[config.mk]
export PLATFORM = sky130hd
export DESIGN_NAME = uart_cfg
export DESIGN_NICKNAME = d
export VERILOG_FILES = /design/src/rtl/uart_cfg.sv
export SDC_FILE = /design/constraint.sdc
export NUM_CORES = 1
export LEC_CHECK = 0
export CORE_MARGIN = 2
export CORE_UTILIZATION = 58
export DETAILED_ROUTE_END_ITERATION = 7
export PLACE_DENSITY = 0.83
export SETUP_SLACK_MARGIN = 0.05
export SLEW_MARGIN = 40
export SYNTH_ARGS = -nofsm -noshare
export SYNTH_HDL_FRONTEND = slang
export SYNTH_SLANG_ARGS = --single-unit
[constraint.sdc]
create_clock -name clk -period 2.7 [get_ports clk]
set_clock_uncertainty 0.1 [all_clocks]
set_input_delay 0.27 -clock clk [delete_from_list [all_inputs] [get_ports clk]]
set_output_delay 0.27 -clock clk [all_outputs]
set_load 0.01 [all_outputs]
[src/rtl/uart_cfg.sv]
// uart_cfg: parametrised full-duplex UART, 16x oversampled RX with
// 3-sample majority vote, valid/ready TX and per-frame error flags.
module uart_cfg #(
  parameter int sys_clk_freq = 12000000,
  parameter int baud_rate    = 9600,
  parameter int DATA_BITS    = 8,
  parameter int PARITY       = 0,
  parameter int STOP_BITS    = 1
) (
  input  logic                 clk,
  input  logic                 rst,
  input  logic                 rx,
  output logic                 tx,
  input  logic                 tx_valid,
  output logic                 tx_ready,
  input  logic [DATA_BITS-1:0] tx_data,
  output logic                 rx_valid,
  output logic [DATA_BITS-1:0] rx_data,
  output logic                 parity_error,
  output logic                 framing_error,
  output logic                 is_receiving,
  output logic                 is_transmitting
);
  localparam int DIV = sys_clk_freq / (baud_rate * 16);
  localparam int DW = (DIV > 1) ? $clog2(DIV) : 1;
  localparam logic [DW-1:0] DIV_M1 = DW'(DIV - 1);
  localparam logic [3:0] LAST_D = 4'(DATA_BITS - 1);
  localparam logic [3:0] LAST_S = 4'(STOP_BITS - 1);

  typedef enum logic [2:0] {
    TX_IDLE, TX_START, TX_DATA, TX_PARITY, TX_STOP
  } tx_state_e;

  typedef enum logic [2:0] {
    RX_IDLE, RX_START, RX_DATA, RX_PARITY, RX_STOP
  } rx_state_e;

  function automatic logic par_of(input logic [DATA_BITS-1:0] d);
    return (PARITY == 1) ? ~(^d) : ^d;
  endfunction

  tx_state_e tx_state_q, tx_state_d;
  logic [DW-1:0] tx_div_q, tx_div_d;
  logic [3:0] tx_cnt_q, tx_cnt_d;
  logic [3:0] tx_idx_q, tx_idx_d;
  logic [DATA_BITS-1:0] tx_shr_q, tx_shr_d;
  logic tx_par_q, tx_par_d;
  logic tx_q, tx_d;
  logic tx_tick, tx_end;

  rx_state_e rx_state_q, rx_state_d;
  logic rx_s1_q, rx_s2_q;
  logic [DW-1:0] rx_div_q, rx_div_d;
  logic [3:0] rx_cnt_q, rx_cnt_d;
  logic [3:0] rx_idx_q, rx_idx_d;
  logic [1:0] rx_ones_q, rx_ones_d, rx_ones_sum;
  logic [DATA_BITS-1:0] rx_shr_q, rx_shr_d;
  logic rx_perr_q, rx_perr_d;
  logic rx_armed_q, rx_armed_d;
  logic rx_valid_q, rx_valid_d;
  logic [DATA_BITS-1:0] rx_data_q, rx_data_d;
  logic perr_q, perr_d, ferr_q, ferr_d;
  logic rx_tick, rx_samp, rx_dec, rx_end, rx_maj;

  assign tx_tick = (tx_div_q == DIV_M1);
  assign tx_end = tx_tick && (tx_cnt_q == 4'd15);
  // ready on the final stop clock allows gapless back-to-back frames
  assign tx_ready = (tx_state_q == TX_IDLE) ||
    ((tx_state_q == TX_STOP) && tx_end && (tx_idx_q == LAST_S));

  always_comb begin
    tx_state_d = tx_state_q;
    tx_div_d = tx_tick ? '0 : tx_div_q + 1'b1;
    tx_cnt_d = tx_tick ? tx_cnt_q + 4'd1 : tx_cnt_q;
    tx_idx_d = tx_idx_q;
    tx_shr_d = tx_shr_q;
    tx_par_d = tx_par_q;
    tx_d = 1'b1;
    unique case (tx_state_q)
      TX_START: if (tx_end) begin
        tx_state_d = TX_DATA;
        tx_idx_d = '0;
      end
      TX_DATA: if (tx_end) begin
        tx_shr_d = tx_shr_q >> 1;
        tx_idx_d = tx_idx_q + 4'd1;
        if (tx_idx_q == LAST_D) begin
          tx_idx_d = '0;
          tx_state_d = (PARITY != 0) ? TX_PARITY : TX_STOP;
        end
      end
      TX_PARITY: if (tx_end) begin
        tx_state_d = TX_STOP;
        tx_idx_d = '0;
      end
      TX_STOP: if (tx_end) begin
        tx_idx_d = tx_idx_q + 4'd1;
        if (tx_idx_q == LAST_S) tx_state_d = TX_IDLE;
      end
      default: ;
    endcase
    if (tx_valid && tx_ready) begin
      tx_state_d = TX_START;
      tx_shr_d = tx_data;
      tx_par_d = par_of(tx_data);
      tx_div_d = '0;
      tx_cnt_d = '0;
      tx_idx_d = '0;
    end
    unique case (tx_state_d)
      TX_START: tx_d = 1'b0;
      TX_DATA: tx_d = tx_shr_d[0];
      TX_PARITY: tx_d = tx_par_d;
      default: tx_d = 1'b1;
    endcase
  end

  assign rx_tick = (rx_div_q == DIV_M1);
  assign rx_samp = rx_tick && (rx_cnt_q >= 4'd7) && (rx_cnt_q <= 4'd9);
  assign rx_dec = rx_tick && (rx_cnt_q == 4'd9);
  assign rx_end = rx_tick && (rx_cnt_q == 4'd15);
  assign rx_ones_sum = rx_ones_q + {1'b0, rx_s2_q};
  assign rx_maj = rx_ones_sum[1];

  always_comb begin
    rx_state_d = rx_state_q;
    rx_div_d = rx_tick ? '0 : rx_div_q + 1'b1;
    rx_cnt_d = rx_tick ? rx_cnt_q + 4'd1 : rx_cnt_q;
    rx_idx_d = rx_idx_q;
    rx_ones_d = rx_ones_q;
    rx_shr_d = rx_shr_q;
    rx_perr_d = rx_perr_q;
    rx_armed_d = rx_armed_q | rx_s2_q;
    rx_valid_d = 1'b0;
    rx_data_d = rx_data_q;
    perr_d = perr_q;
    ferr_d = ferr_q;
    if (rx_samp) rx_ones_d = rx_dec ? 2'd0 : rx_ones_sum;
    unique case (rx_state_q)
      RX_IDLE: if (rx_armed_q && !rx_s2_q) begin
        rx_state_d = RX_START;
        rx_div_d = '0;
        rx_cnt_d = '0;
        rx_ones_d = '0;
        rx_perr_d = 1'b0;
      end
      RX_START: begin
        if (rx_dec && rx_maj) rx_state_d = RX_IDLE;
        else if (rx_end) begin
          rx_state_d = RX_DATA;
          rx_idx_d = '0;
        end
      end
      RX_DATA: begin
        if (rx_dec) rx_shr_d = {rx_maj, rx_shr_q[DATA_BITS-1:1]};
        if (rx_end) begin
          rx_idx_d = rx_idx_q + 4'd1;
          if (rx_idx_q == LAST_D)
            rx_state_d = (PARITY != 0) ? RX_PARITY : RX_STOP;
        end
      end
      RX_PARITY: begin
        if (rx_dec) rx_perr_d = rx_maj ^ par_of(rx_shr_q);
        if (rx_end) rx_state_d = RX_STOP;
      end
      RX_STOP: if (rx_dec) begin
        rx_state_d = RX_IDLE;
        rx_valid_d = 1'b1;
        rx_data_d = rx_shr_q;
        perr_d = (PARITY != 0) && rx_perr_q;
        ferr_d = !rx_maj;
        // a low stop bit must see the line high again before re-arming
        rx_armed_d = rx_maj;
      end
      default: rx_state_d = RX_IDLE;
    endcase
  end

  always_ff @(posedge clk) begin
    if (rst) begin
      tx_state_q <= TX_IDLE;
      tx_div_q <= '0;
      tx_cnt_q <= '0;
      tx_idx_q <= '0;
      tx_shr_q <= '0;
      tx_par_q <= 1'b0;
      tx_q <= 1'b1;
      rx_state_q <= RX_IDLE;
      rx_s1_q <= 1'b1;
      rx_s2_q <= 1'b1;
      rx_div_q <= '0;
      rx_cnt_q <= '0;
      rx_idx_q <= '0;
      rx_ones_q <= '0;
      rx_shr_q <= '0;
      rx_perr_q <= 1'b0;
      rx_armed_q <= 1'b1;
      rx_valid_q <= 1'b0;
      rx_data_q <= '0;
      perr_q <= 1'b0;
      ferr_q <= 1'b0;
    end else begin
      tx_state_q <= tx_state_d;
      tx_div_q <= tx_div_d;
      tx_cnt_q <= tx_cnt_d;
      tx_idx_q <= tx_idx_d;
      tx_shr_q <= tx_shr_d;
      tx_par_q <= tx_par_d;
      tx_q <= tx_d;
      rx_state_q <= rx_state_d;
      rx_s1_q <= rx;
      rx_s2_q <= rx_s1_q;
      rx_div_q <= rx_div_d;
      rx_cnt_q <= rx_cnt_d;
      rx_idx_q <= rx_idx_d;
      rx_ones_q <= rx_ones_d;
      rx_shr_q <= rx_shr_d;
      rx_perr_q <= rx_perr_d;
      rx_armed_q <= rx_armed_d;
      rx_valid_q <= rx_valid_d;
      rx_data_q <= rx_data_d;
      perr_q <= perr_d;
      ferr_q <= ferr_d;
    end
  end

  assign tx = tx_q;
  assign rx_valid = rx_valid_q;
  assign rx_data = rx_data_q;
  assign parity_error = perr_q;
  assign framing_error = ferr_q;
  assign is_receiving = (rx_state_q != RX_IDLE);
  assign is_transmitting = (tx_state_q != TX_IDLE);

endmodule

## Yosys cells after proc, flatten, opt, wreduce, memory -nomap -nowiden

Cells that the tools add are included.

- Reduce and logical (&&, ||, !) cells: 33
- $add $sub $neg: 7
- Bitwise logic cells: 2
- Equal/unequal tests: 29
- Shift operators: 0
- Div/mod/pow operators: 0
- $mul: 0
- $lt $le $gt $ge: 2
- Muxes and demuxes: 43

Operators with widths:

| operator | number |
|---|---|
| two-way mux 3 bit | 14 |
| two-way mux 4 bit | 10 |
| two-way mux 8 bit | 3 |
| two-way mux 7 bit | 3 |
| == test 3 x 2 -> 1 bit (second input constant) | 6 |
| inequality test 2 bit (second input constant) | 9 |
| adder 4 x 1 -> 4 bit (second input constant) | 4 |
| case mux 3 bit (5 select lines) | 1 |
| adder 7 x 1 -> 7 bit (second input constant) | 2 |
| == test 7 bit (second input constant) | 2 |
| == test 4 bit (second input constant) | 3 |
| case mux 3 bit (4 select lines) | 1 |
| case mux 4 bit (3 select lines) | 1 |
| logical AND 1 bit | 10 |
| == test 3 x 1 -> 1 bit (second input constant) | 3 |
| nonzero test 3 bit | 3 |
| == test 4 x 3 -> 1 bit (second input constant) | 2 |
| two-way mux 2 bit | 4 |
| case mux 4 bit (2 select lines) | 1 |
| AND reduction 4 bit | 2 |
| XOR reduction 8 bit | 1 |
| == test 3 bit (second input constant) | 2 |
| logical NOT 3 bit | 2 |
| AND reduction 2 bit | 3 |
| 16 further kinds | 24 |

- Input port bits: 12
- Memories kept: 0
- Register bits after elaboration: 69
- Output and inout bits: 15
- RAM bits: 0
- Bits in read-only memories: 0
- Bits in latches: 0
- Word-level logic and storage cells: 136

## Longest topological paths before layout

- Depth after elaboration: 9
- Mapped depth: 8
- Depth with buffers taken out: 7

## Worst setup path before layout

OpenSTA, ideal clock, no wires.

- Path type: reg2reg
- Start: reg tx_div_q[0]
- End: reg tx_idx_q[3]
- Slack: 825 ps
- Path buffers: 0
- Stages on the path, launching flop included: 7
- Data arrival time: 1704 ps
- Data required time: 2528 ps
- Clock period less this slack: 1875 ps
- Setup time: 72 ps
- Cell sequence: dfxtp_1 ha_1 nand4bb_4 nor3_2 nand3_1 or4_1 a21oi_1

- Longest elaborated chain between the ends: 7
- Elaborated cells on any way between the ends: 11
- Those cells by class: eq/ne (4); reduce/logical (7)

Ends and longest elaborated chain:

| element | line | text |
|---|---|---|
| start: declaration | 43 | `logic [DW-1:0] tx_div_q, tx_div_d;` |
| start signal: assignment | 204 | `tx_div_q <= tx_div_d;` |
| == test 7 bit * | 65 | `assign tx_tick = (tx_div_q == DIV_M1);` |
| logical AND 1 bit * | 66 | `assign tx_end = tx_tick && (tx_cnt_q == 4'd15);` |
| logical AND 1 bit (2 in a row) | 69 | `((tx_state_q == TX_STOP) && tx_end && (tx_idx_q == LAST_S));` |
| logical OR 1 bit | 68 | `assign tx_ready = (tx_state_q == TX_IDLE) \|\|` |
| logical AND 1 bit | 102 | `if (tx_valid && tx_ready) begin` |
| OR reduction 2 bit (no line) | -- |  |
| end signal: assignment | 206 | `tx_idx_q <= tx_idx_d;` |
| end: declaration | 45 | `logic [3:0] tx_idx_q, tx_idx_d;` |

Mark *: on every way between the ends. The rest lies on a longest branch, timed or not.
A chain may end at the register's enable or synchronous reset.

## Worst setup path after layout

- Start: reg tx_state_q[2]
- End: out is_transmitting

- Longest elaborated chain between the ends: 1

Ends and longest elaborated chain:

| element | line | text |
|---|---|---|
| start: declaration | 42 | `tx_state_e tx_state_q, tx_state_d;` |
| start signal: assignment | 203 | `tx_state_q <= tx_state_d;` |
| nonzero test 3 bit | 233 | `assign is_transmitting = (tx_state_q != TX_IDLE);` |
| end: declaration | 22 | `output logic is_transmitting` |

Every way passes these cells.

==> impl_metrics.yaml <==
synthesis:
  seq_area_frac_synth_pct: 40.77
  synth.distinct_cells: 57
  yosysTopAreaCell: "dfxtp_1"
  synth_ff_type: "dfxtp_1"
  synth.most_common_cell: "dfxtp_1"
  synthArstFlopShare_pct: 0
  synth_area_leaders: "dfxtp_1 (41%), nand2_1 (5.5%), nor2_1 (5.4%)"
  synth_fp_nets: 401
  synth_area_mm2: 0.003388
  syn_inst: 377
  yosysTopAreaCellShare_pct: 40.77
  synth-seq-cells: 69
  synth_edf_count: 0
  synth_common_cells: "dfxtp_1 (69), nand2_1 (50), nor2_1 (49), a21oi_1 (25), mux2i_1 (16)"
  syn-mean-instance-area_um2: 8.987
  synth_warnings: 0
critical_path:
  cp_slowest_cell: "nor3_1"
  critPathMaxFanout: 6
  max_stage_delay_ps: 510
  r2r_cells: 8
  cp.arrival_ps: 1880
  critPathBufInv: 2
  criticalPathCategory: "register to primary output"
  critPathLaunch: "tx_state_q[2]$_SDFF_PP0_"
  cp_data_required_time_ps: 2330
  crit_chain: "nor3_1 -> inv_1 -> clkdlybuf4s50_1"
  rr_endpoint: "tx_state_q[1]$_SDFF_PP0_"
  startpoint_type: "register"
  rrSetupSlack_ps: 450
  crit_family: "buffers and inverters"
  cp-end-kind: "primary output"
  rr_startpoint: "tx_idx_q[0]$_SDFFE_PP0P_"
grt:
  grt_pass1_vias: 2480
  grt_max_degree: 20
  overflow: 0
  track_usage_pct: 22.13
  grt_pass1_wl_mm: 11.01
  antenna_found_initial: 0
clocking:
  clock_path_buffers: 2
  h-tree-depth: 3
  cts_tree: "done"
  clkTransAtPathRegs_ps: 70
  clkSinkCount: 69
  cts_inserted_buffers: 9
  clk_latency_ps: 350
  cts-root-buf: "clkbuf_8"
detailed_routing:
  avgRoutedWirePerCell_um: 13.95
  ant_nets: 0
  firstDrtPassIters: 4
  viasPerCell: 5.593
  drt_wl_total_mm: 6.708
  drcViolationCount: 0
  vias: 2690
  drt_iter0_markers: 90
layout:
  nets: 428
  area_growth_pct: 14.99
  drive_gt1_share_pct: 11.49
  nFillCells: 437
  fin_util_pct: 69.90
  final_cells: 481
  antenna_cells: 0
pwr:
  seqPwrFrac_pct: 51.3
  combPwrFrac_pct: 7.5
  p_leak_nw: 1.344
  swShare_pct: 24.15
  finalPower_mw: 2.066
  intPower_mw: 1.567
  power_frac_clock_pct: 41.2
  power_switching_uw: 499.0
  peakVddDrop_v: 0.0004204
  power_density_mw_per_mm2: 530.3
min_path:
  hold_depth: 1
  worstHoldPathType: "register to register"
  worst_hold_startpoint: "rx_s1_q$_SDFF_PP1_"
  min_to: "rx_s2_q$_SDFF_PP1_"
floorplan:
  die_area_mm2: 0.006469
  die-height_um: 80.43
  floorplan.initialDensity_pct: 60.79
  ios: 27
  chipWidth_um: 80.43
  coreArea_mm2: 0.005574
  rows: 27
timing:
  finalSetupViolCount: 0
  min_period_ps: 2251
  tightestPinTransition_ps: 607.7
  fmax_ghz: 0.4442
  slew_violations: 0
  tns_ps: 0
  hold_viol: 0
  period_share_pct: 83.37
  relSlewSlack_pct: 59.36
  rsz0062_at_grt: "false"
place:
  dp_cells: 464
  io_buffers: 25
  globalplace.congestion: 0.8740
  dp_hpwl_mm: 4.785
run_status:
  status: "completed"
flow_run:
  cap_violations: 0
==> registers in the layout, indices dropped and copies added (netlist names) <==
signal         cells
rx_state_q         3
rx_valid           1
framing_error      1
tx_cnt_q           4
tx_div_q           7
rx_idx_q           4
tx_par_q           1
tx                 1
rx_cnt_q           4
rx_armed_q         1
tx_shr_q           8
tx_idx_q           4
rx_div_q           7
rx_s1_q            1
rx_s2_q            1
rx_ones_q          2
tx_state_q         3
rx_data            8
rx_shr_q           8
==> cell families (layout without fill, tap and decap cells) <==
family | count (synthesis) | after routing | synth area share [%]
buf+inv | 24 | 56 | 3.323
fa+ha+maj | 12 | 12 | 4.431
simple gates | 175 | 175 | 28.32
flops | 69 | 69 | 40.77
other cells | 1 | 1 | 0.1107
compound gates | 52 | 52 | 10.93
xor+xnor | 26 | 26 | 6.721
mux | 18 | 18 | 5.391
==> through the flow <==
| stage | setup WS [ps] | instance area (um2) | hold WS, ps |
|---|---|---|---|
| finish | 449.0 | 3896 | 319.1 |
| global route | 291.1 | 3896 | 346.9 |
| CTS | 87.46 | 3881 | 323.0 |
| detailed placement | 466.3 | 3680 | 298.0 |
| global placement | 477.7 | 3680 | 293.6 |
| floorplan | 824.5 | 3388 | 273.8 |
==> worst max-delay path by stage <==
stage                          endpoint  depth (start not counted)  slack, ps
2_1_floorplan  tx_idx_q[3]$_SDFFE_PP0P_                          6        820
3_3_place_gp                   tx_ready                          4        480
3_5_place_dp                   tx_ready                          4        470
4_1_cts                        tx_ready                          4         90
5_1_grt        tx_idx_q[0]$_SDFFE_PP0P_                          8        290
6_report                is_transmitting                          3        450
==> power by group through the flow <==
stage | Clock [mW] | Combinational [mW] | Sequential, mW
after CTS | 0.871 | 0.155 | 1.06
after global placement | 0 | 0.149 | 1.08
after global routing | 0.919 | 0.170 | 1.06
final | 0.852 | 0.154 | 1.06
after floorplan | 0 | 0.111 | 1.08
after detailed placement | 0 | 0.153 | 1.08
==> repair_timing <==
action	4_1_cts	5_1_grt
setup endpoints to repair	0	1
hold buffers	0	0
resized for setup	0	4
setup buffers	0	1
==> cell type report <==
cell class / count / area (um2) / area share, %
timing repair buffer: 29 / 282.8 / 7.258
sequential: 69 / 1384 / 35.52
clock buffer: 11 / 141.4 / 3.629
tap: 72 / 90.09 / 2.312
inverter: 11 / 41.29 / 1.060
multi-input combinational: 284 / 1897 / 48.68
clock inverter: 5 / 60.06 / 1.541
==> layer usage <==
layer	vias up	part of all wire, %	global-route usage (%)	wire, um
li1	1363	-	-	-
met1	1266	46	26.58	3084
met2	48	48	36.50	3240
met3	13	3.8	7.416	258
met4	0	1.9	8.475	125
met5	-	0	0	0
==> placed cells by master (no fill, tap or decap), types with 3 or more instances in the layout <==
| master | n |
|---|---|
| buf_4 | 4 |
| nand3_1 | 13 |
| nand4_1 | 6 |
| o21ai_0 | 5 |
| clkbuf_8 | 10 |
| a21oi_1 | 25 |
| ha_1 | 12 |
| inv_1 | 11 |
| xnor2_1 | 15 |
| nand3b_1 | 3 |
| or3b_2 | 3 |
| or3_1 | 7 |
| nor2_1 | 49 |
| nand2b_1 | 4 |
| mux2i_1 | 16 |
| dfxtp_1 | 67 |
| nand4b_1 | 3 |
| xor2_1 | 11 |
| and2_1 | 3 |
| nor2b_1 | 4 |
| nand2_1 | 50 |
| clkdlybuf4s50_1 | 24 |
| or2_2 | 3 |
| a211oi_2 | 7 |
Note: power is estimated with default switching activity, not from simulation.
==> RTL change 1: new RTL, same flow settings <==
Set the parameter `baud_rate` to 4800 (it was 9600).
--- a/src/rtl/uart_cfg.sv
+++ b/src/rtl/uart_cfg.sv
@@ -4,3 +4,3 @@
   parameter int sys_clk_freq = 12000000,
-  parameter int baud_rate    = 9600,
+  parameter int baud_rate    = 4800,
   parameter int DATA_BITS    = 8,
Function: same outputs for any inputs over 10 cycles, from zero or initial values and one cycle with rst high; that may be too few to reach the edited logic, so the function may still have changed.
==> RTL change 1 against the unedited design <==
Area after synthesis fell by 3.3%; total power grew 3.0%; routed wire length decreased by 12%; sequential cell count is 2 higher; final area is 2.7% lower; sequential share of layout area rose by 2.0 points; worst setup slack got worse by 250 ps; final cell count down 0.62%; critical path type unchanged.
==> RTL change 1: results (changes against the unedited design) <==
stage;metric;value;unit;change
global_routing;first-pass GRT wire length;10.2;mm;-7.7%
pwr;Sw Share;0.227;;-0.0142
drt;routed vias;2552;;-5.1%
worst_hold_path;worst hold endpoint;rx_s2_q$_SDFF_PP1_;;
critical_path;Crit path arrival time;2140;ps;+260 ps
clock_network;CTS buffer count;9;;unchanged
yosys;most frequent cells after synthesis;dfxtp_1 (71), nor2_1 (65), nand2_1 (35);;
critical_path;CP delay by family, top;buffers and inverters;;
critical_path;critical path's largest stage delay;570;ps;+60 ps
drt;Pre-Repair DR Iteration Count;4;;unchanged
critical_path;slowest CP cell;clkdlybuf4s50_1;;
drt;Iter 0 DRT Violations;98;;+8.9%
critical_path;worst reg-to-reg setup slack;350;ps;-100 ps
clock_network;CTS H-tree depth;3;;unchanged
status;outcome;finished, final reports clean;;
yosys;yosys warns;0;;unchanged
yosys;Synth Net Count;398;;-0.75%
drt;routed vias/inst;5.34;;-4.5%
placement;Final GP Congestion;0.814;;-6.9%
global_routing;vias in the first global route;2425;;-2.2%
yosys;synth unique cells;53;;-7.0%
clock_network;CTS Buffer Depth;2;;unchanged
clock_network;clock slew at reported path FFs;70;ps;about the same
pwr;P_leak;1.35;nW;+0.76%
yosys;Synth area leaders;dfxtp_1 (43%), nor2_1 (7.4%), mux2i_1 (5.2%);;
final_layout;Nets;423;;-1.2%
global_routing;Total Routing Usage GR;0.206;;-0.0153
drt;DRT Wirelength;5.93;mm;-12%
yosys;Mapped Cells;376;;-0.27%
yosys;register area share after synthesis;0.434;;+0.0262
sta;worst-margin pin slew;686;ps;+78.6 ps
final_layout;number of fill cells;461;;+5.5%
global_routing;largest net degree at the start of global routing;27;;+35%
clock_network;worst-skew pair later-pin latency;350;ps;about the same
critical_path;Critical Path Fanout Max;5;;-1
pwr;worst ir drop on vdd;393;uV;-6.6%
placement;Inst Count DP;462;;-0.43%
worst_hold_path;hold_sp;rx_s1_q$_SDFF_PP1_;;
clock_network;CTS root buf;clkbuf_8;;
clock_network;Post-CTS Setup Bufs;0;;unchanged
global_routing;initial antenna violation count;0;;unchanged
placement;count of port buffers added during placement;25;;unchanged
worst_hold_path;number of cells on the worst hold path;1;;unchanged
critical_path;reg2reg path depth;6;;-2
worst_hold_path;hold crit path type;flip-flop to flip-flop;;
critical_path;FF-to-FF End;tx_idx_q[3]$_SDFFE_PP0P_;;
final_layout;share of cells above drive strength 1;0.0936;;-0.0213
critical_path;r2r startpoint;tx_div_q[0]$_SDFF_PP0_;;
placement;DP Wirelength;4.22;mm;-12%
yosys;Main synth FF type;dfxtp_1;;
-- RTL change 1: final cells by class --
cell class | instances | share of cell area
tap | 72 | 0.0238
timing repair buffer | 29 | 0.0739
inverter | 8 | 0.00792
sequential | 71 | 0.375
multi-input combinational | 282 | 0.465
clock buffer | 13 | 0.0445
clock inverter | 3 | 0.0106
-- RTL change 1: worst max-delay path by stage --
stage | from | endpoint | slack [ps]
final | tx_div_q[0]$_SDFF_PP0_ | tx_ready | 190
after global routing | tx_div_q[0]$_SDFF_PP0_ | tx_ready | 110
after CTS | tx_div_q[0]$_SDFF_PP0_ | tx_ready | 100
after detailed placement | tx_div_q[0]$_SDFF_PP0_ | tx_idx_q[3]$_SDFFE_PP0P_ | 380
after global placement | tx_div_q[0]$_SDFF_PP0_ | tx_idx_q[3]$_SDFFE_PP0P_ | 450
after floorplan | tx_div_q[0]$_SDFF_PP0_ | tx_idx_q[3]$_SDFFE_PP0P_ | 500
-- RTL change 1: power by group through the flow --
stage	sequential (W)	clock, W	combinational (W)
2_1_floorplan	0.00111	0	0.000106
3_3_place_gp	0.00112	0	0.000146
3_5_place_dp	0.00112	0	0.000149
4_1_cts	0.00109	0.000904	0.000151
5_1_grt	0.00110	0.000935	0.000167
6_report	0.00109	0.000884	0.000150
-- RTL change 1: metrics by stage --
| step | utilization | setup WS [ps] | hold slack (ps) | cell area (um2) |
|---|---|---|---|---|
| 3_3_place_gp | 0.654 | 447 | 293 | 3580 |
| 2_1_floorplan | - | 501 | 274 | 3280 |
| 6_report | 0.693 | 195 | 310 | 3790 |
| 3_5_place_dp | 0.654 | 379 | 295 | 3580 |
| 4_1_cts | 0.692 | 102 | 312 | 3790 |
| 5_1_grt | 0.693 | 108 | 345 | 3790 |
-- RTL change 1: worst reg2reg max path, delay by kind of cell, from the launching register on --
kind            cells  cell delay (ps)
simple gates        4             1400
compound gates      1              150
flops               1              380
fa+ha+maj           1              250
-- RTL change 1: cells by family after synthesis --
kind of cell    share of synthesized area
other cells                       0.00114
mux                                0.0554
simple gates                        0.275
flops                               0.434
xor+xnor                           0.0695
compound gates                     0.0978
buf+inv                            0.0294
fa+ha+maj                          0.0382
-- RTL change 1: routing by layer --
metal	GRT usage	routed length, um
met3	0.0352	170
met1	0.235	2770
met4	0.131	150
met2	0.355	2830
met5	0	0
==> RTL change 2: new RTL, same settings <==
Without the edit above. Compare `rx_cnt_q` against `4'd9` with >= in place of ==.
--- a/src/rtl/uart_cfg.sv
+++ b/src/rtl/uart_cfg.sv
@@ -119,3 +119,3 @@
   assign rx_samp = rx_tick && (rx_cnt_q >= 4'd7) && (rx_cnt_q <= 4'd9);
-  assign rx_dec = rx_tick && (rx_cnt_q == 4'd9);
+  assign rx_dec = rx_tick && (rx_cnt_q >= 4'd9);
   assign rx_end = rx_tick && (rx_cnt_q == 4'd15);
Function: same outputs for any inputs over 10 cycles, from zero or initial values and one cycle with rst high; that may be too few to reach the edited logic, so the function may still have changed.
==> RTL change 2 against the unedited design <==
Count of clock-buffer cells in the layout decreased by 2; final area increased by 2.2%; sequential cell count unchanged; total power increased by 7.3%; routed wire length increased by 3.4%; area after synthesis increased by 2.0%; worst setup slack got worse by 210 ps; final cell count increased by 2.7%; highest routed layer unchanged.
==> RTL change 2: results (changes against the unedited design) <==
stage;metric;value;unit;change
drt;Pre-Repair DR Iteration Count;4;;unchanged
clock_network;worst-skew pair later-pin latency;340;ps;
final_layout;share of cells above drive strength 1;0.0931;;-0.0218
pwr;Design Power;0.00222;W;+7.3%
yosys;synth unique cells;69;;+21%
global_routing;initial antenna violation count;0;;unchanged
clock_network;CTS Buffer Depth;2;;unchanged
final_layout;number of fill cells;470;;+7.6%
critical_path;FF-to-FF End;tx_cnt_q[3]$_SDFFE_PP0N_;;
critical_path;reg2reg path depth;7;;-1
final_layout;Nets;439;;+2.6%
placement;Final GP Congestion;0.835;;-4.5%
global_routing;first-pass GRT wire length;11.6;mm;+5.3%
clock_network;CTS buffer count;9;;unchanged
yosys;Synth area leaders;dfxtp_1 (40%), a21oi_1 (4.9%), xnor2_1 (4.8%);;
global_routing;Total Routing Usage GR;0.225;;+0.00395
critical_path;worst reg-to-reg setup slack;410;ps;-40 ps
drt;Iter 0 DRT Violations;136;;+51%
sta;Slew HR;0.531;;-0.0626
critical_path;CP endpoint;tx_ready;;
critical_path;Critical Path Fanout Max;4;;-2
yosys;Compound-Gate Fraction of Synth Area;0.195;;+0.0855
yosys;Post-Synth Adder-Cell Area;0.0434;;-0.000866
yosys;multiplexer area fraction after synthesis;0.0261;;-0.0278
critical_path;Crit path arrival time;2090;ps;+210 ps
final_layout;Antenna Cells;0;;unchanged
yosys;Post-Synth XOR/XNOR Area;0.0659;;-0.00131
worst_hold_path;hold crit path type;flip-flop to flip-flop;;
global_routing;vias in the first global route;2628;;+6.0%
pwr;worst ir drop on vdd;393;uV;-6.5%
drt;DRT Wirelength;6.94;mm;+3.4%
critical_path;Worst Setup SP;tx_idx_q[0]$_SDFFE_PP0P_;;
yosys;most frequent cells after synthesis;dfxtp_1 (69), nor2_1 (38), a21oi_1 (34);;
yosys;register area share after synthesis;0.400;;-0.00797
status;outcome;finished, final reports clean;;
placement;DP Wirelength;4.70;mm;-1.7%
yosys;Synth Net Count;419;;+4.5%
global_routing;largest net degree at the start of global routing;41;;+110%
pwr;P_leak;1.34;nW;about the same
drt;routed vias/inst;5.80;;+3.7%
RTL change 2: timing repair:
| item | in CTS | in global routing |
|---|---|---|
| endpoints found under the setup margin | 1 | 0 |
| buffers inserted | 0 | 0 |
| resized for setup | 1 | 0 |
RTL change 2: layout make-up:
cell class	count	area, um2	share of cell area
repair buffers	30	287	0.0720
well taps	75	93.8	0.0236
clock buffers	9	124	0.0311
clock inverters	6	113	0.0283
flip-flops and latches	69	1380	0.347
inverters	12	45.0	0.0113
multi-input cells	293	1940	0.487
RTL change 2: per-layer routing:
metal	GRT usage	vias up	wire length, um
met1	0.286	1325	3240
li1	-	1464	-
met4	0.105	0	131
met3	0.0522	11	270
met2	0.363	65	3290
met5	0	-	0
RTL change 2: kinds of logic (layout without fill, tap and decap cells):
kind of cell / after synthesis / in the layout
simple gates: 141 / 141
xor+xnor: 26 / 26
other cells: 1 / 1
buf+inv: 33 / 57
compound gates: 104 / 104
flops: 69 / 69
mux: 9 / 9
fa+ha+maj: 12 / 12
RTL change 2: worst max-delay path: stages (launching register included):
cell           delay (ps)
dfxtp_1               350
inv_1                  70
ha_1                  120
or3b_1                400
o41a_1                410
nor3_1                120
dlygate4sd2_1         280
RTL change 2: where the power goes:
group | total, W | leakage, nW | switching (W) | internal (W)
registers | 0.00106 | 0.560 | 0.0000213 | 0.00104
logic | 0.000150 | 0.665 | 0.0000804 | 0.0000695
clock network | 0.00100 | 0.119 | 0.000393 | 0.000610
total | 0.00222 | 1.34 | 0.000494 | 0.00172
RTL change 2: metrics by stage:
stage | cell area [um2] | hold WS [ps] | setup slack (ps) | instances | util
final | 3980 | 334 | 235 | 494 | 0.680
after global routing | 3980 | 364 | 108 | 494 | 0.680
after CTS | 3980 | 338 | 225 | 494 | 0.680
after detailed placement | 3740 | 308 | 322 | 479 | 0.640
after global placement | 3740 | 296 | 339 | 479 | 0.640
after floorplan | 3460 | 274 | 616 | 395 | -
RTL change 2: worst min-delay path by stage:
| stage | slack [ps] | endpoint | startpoint | cells past startpoint |
|---|---|---|---|---|
| 2_1_floorplan | 270 | rx_s1_q$_SDFF_PP1_ | rx | 1 |
| 3_3_place_gp | 300 | rx_s2_q$_SDFF_PP1_ | rx_s1_q$_SDFF_PP1_ | 1 |
| 3_5_place_dp | 310 | rx_s2_q$_SDFF_PP1_ | rx_s1_q$_SDFF_PP1_ | 1 |
| 4_1_cts | 340 | rx_s2_q$_SDFF_PP1_ | rx_s1_q$_SDFF_PP1_ | 1 |
| 5_1_grt | 360 | rx_s2_q$_SDFF_PP1_ | rx_s1_q$_SDFF_PP1_ | 1 |
| 6_report | 330 | rx_s2_q$_SDFF_PP1_ | rx_s1_q$_SDFF_PP1_ | 1 |
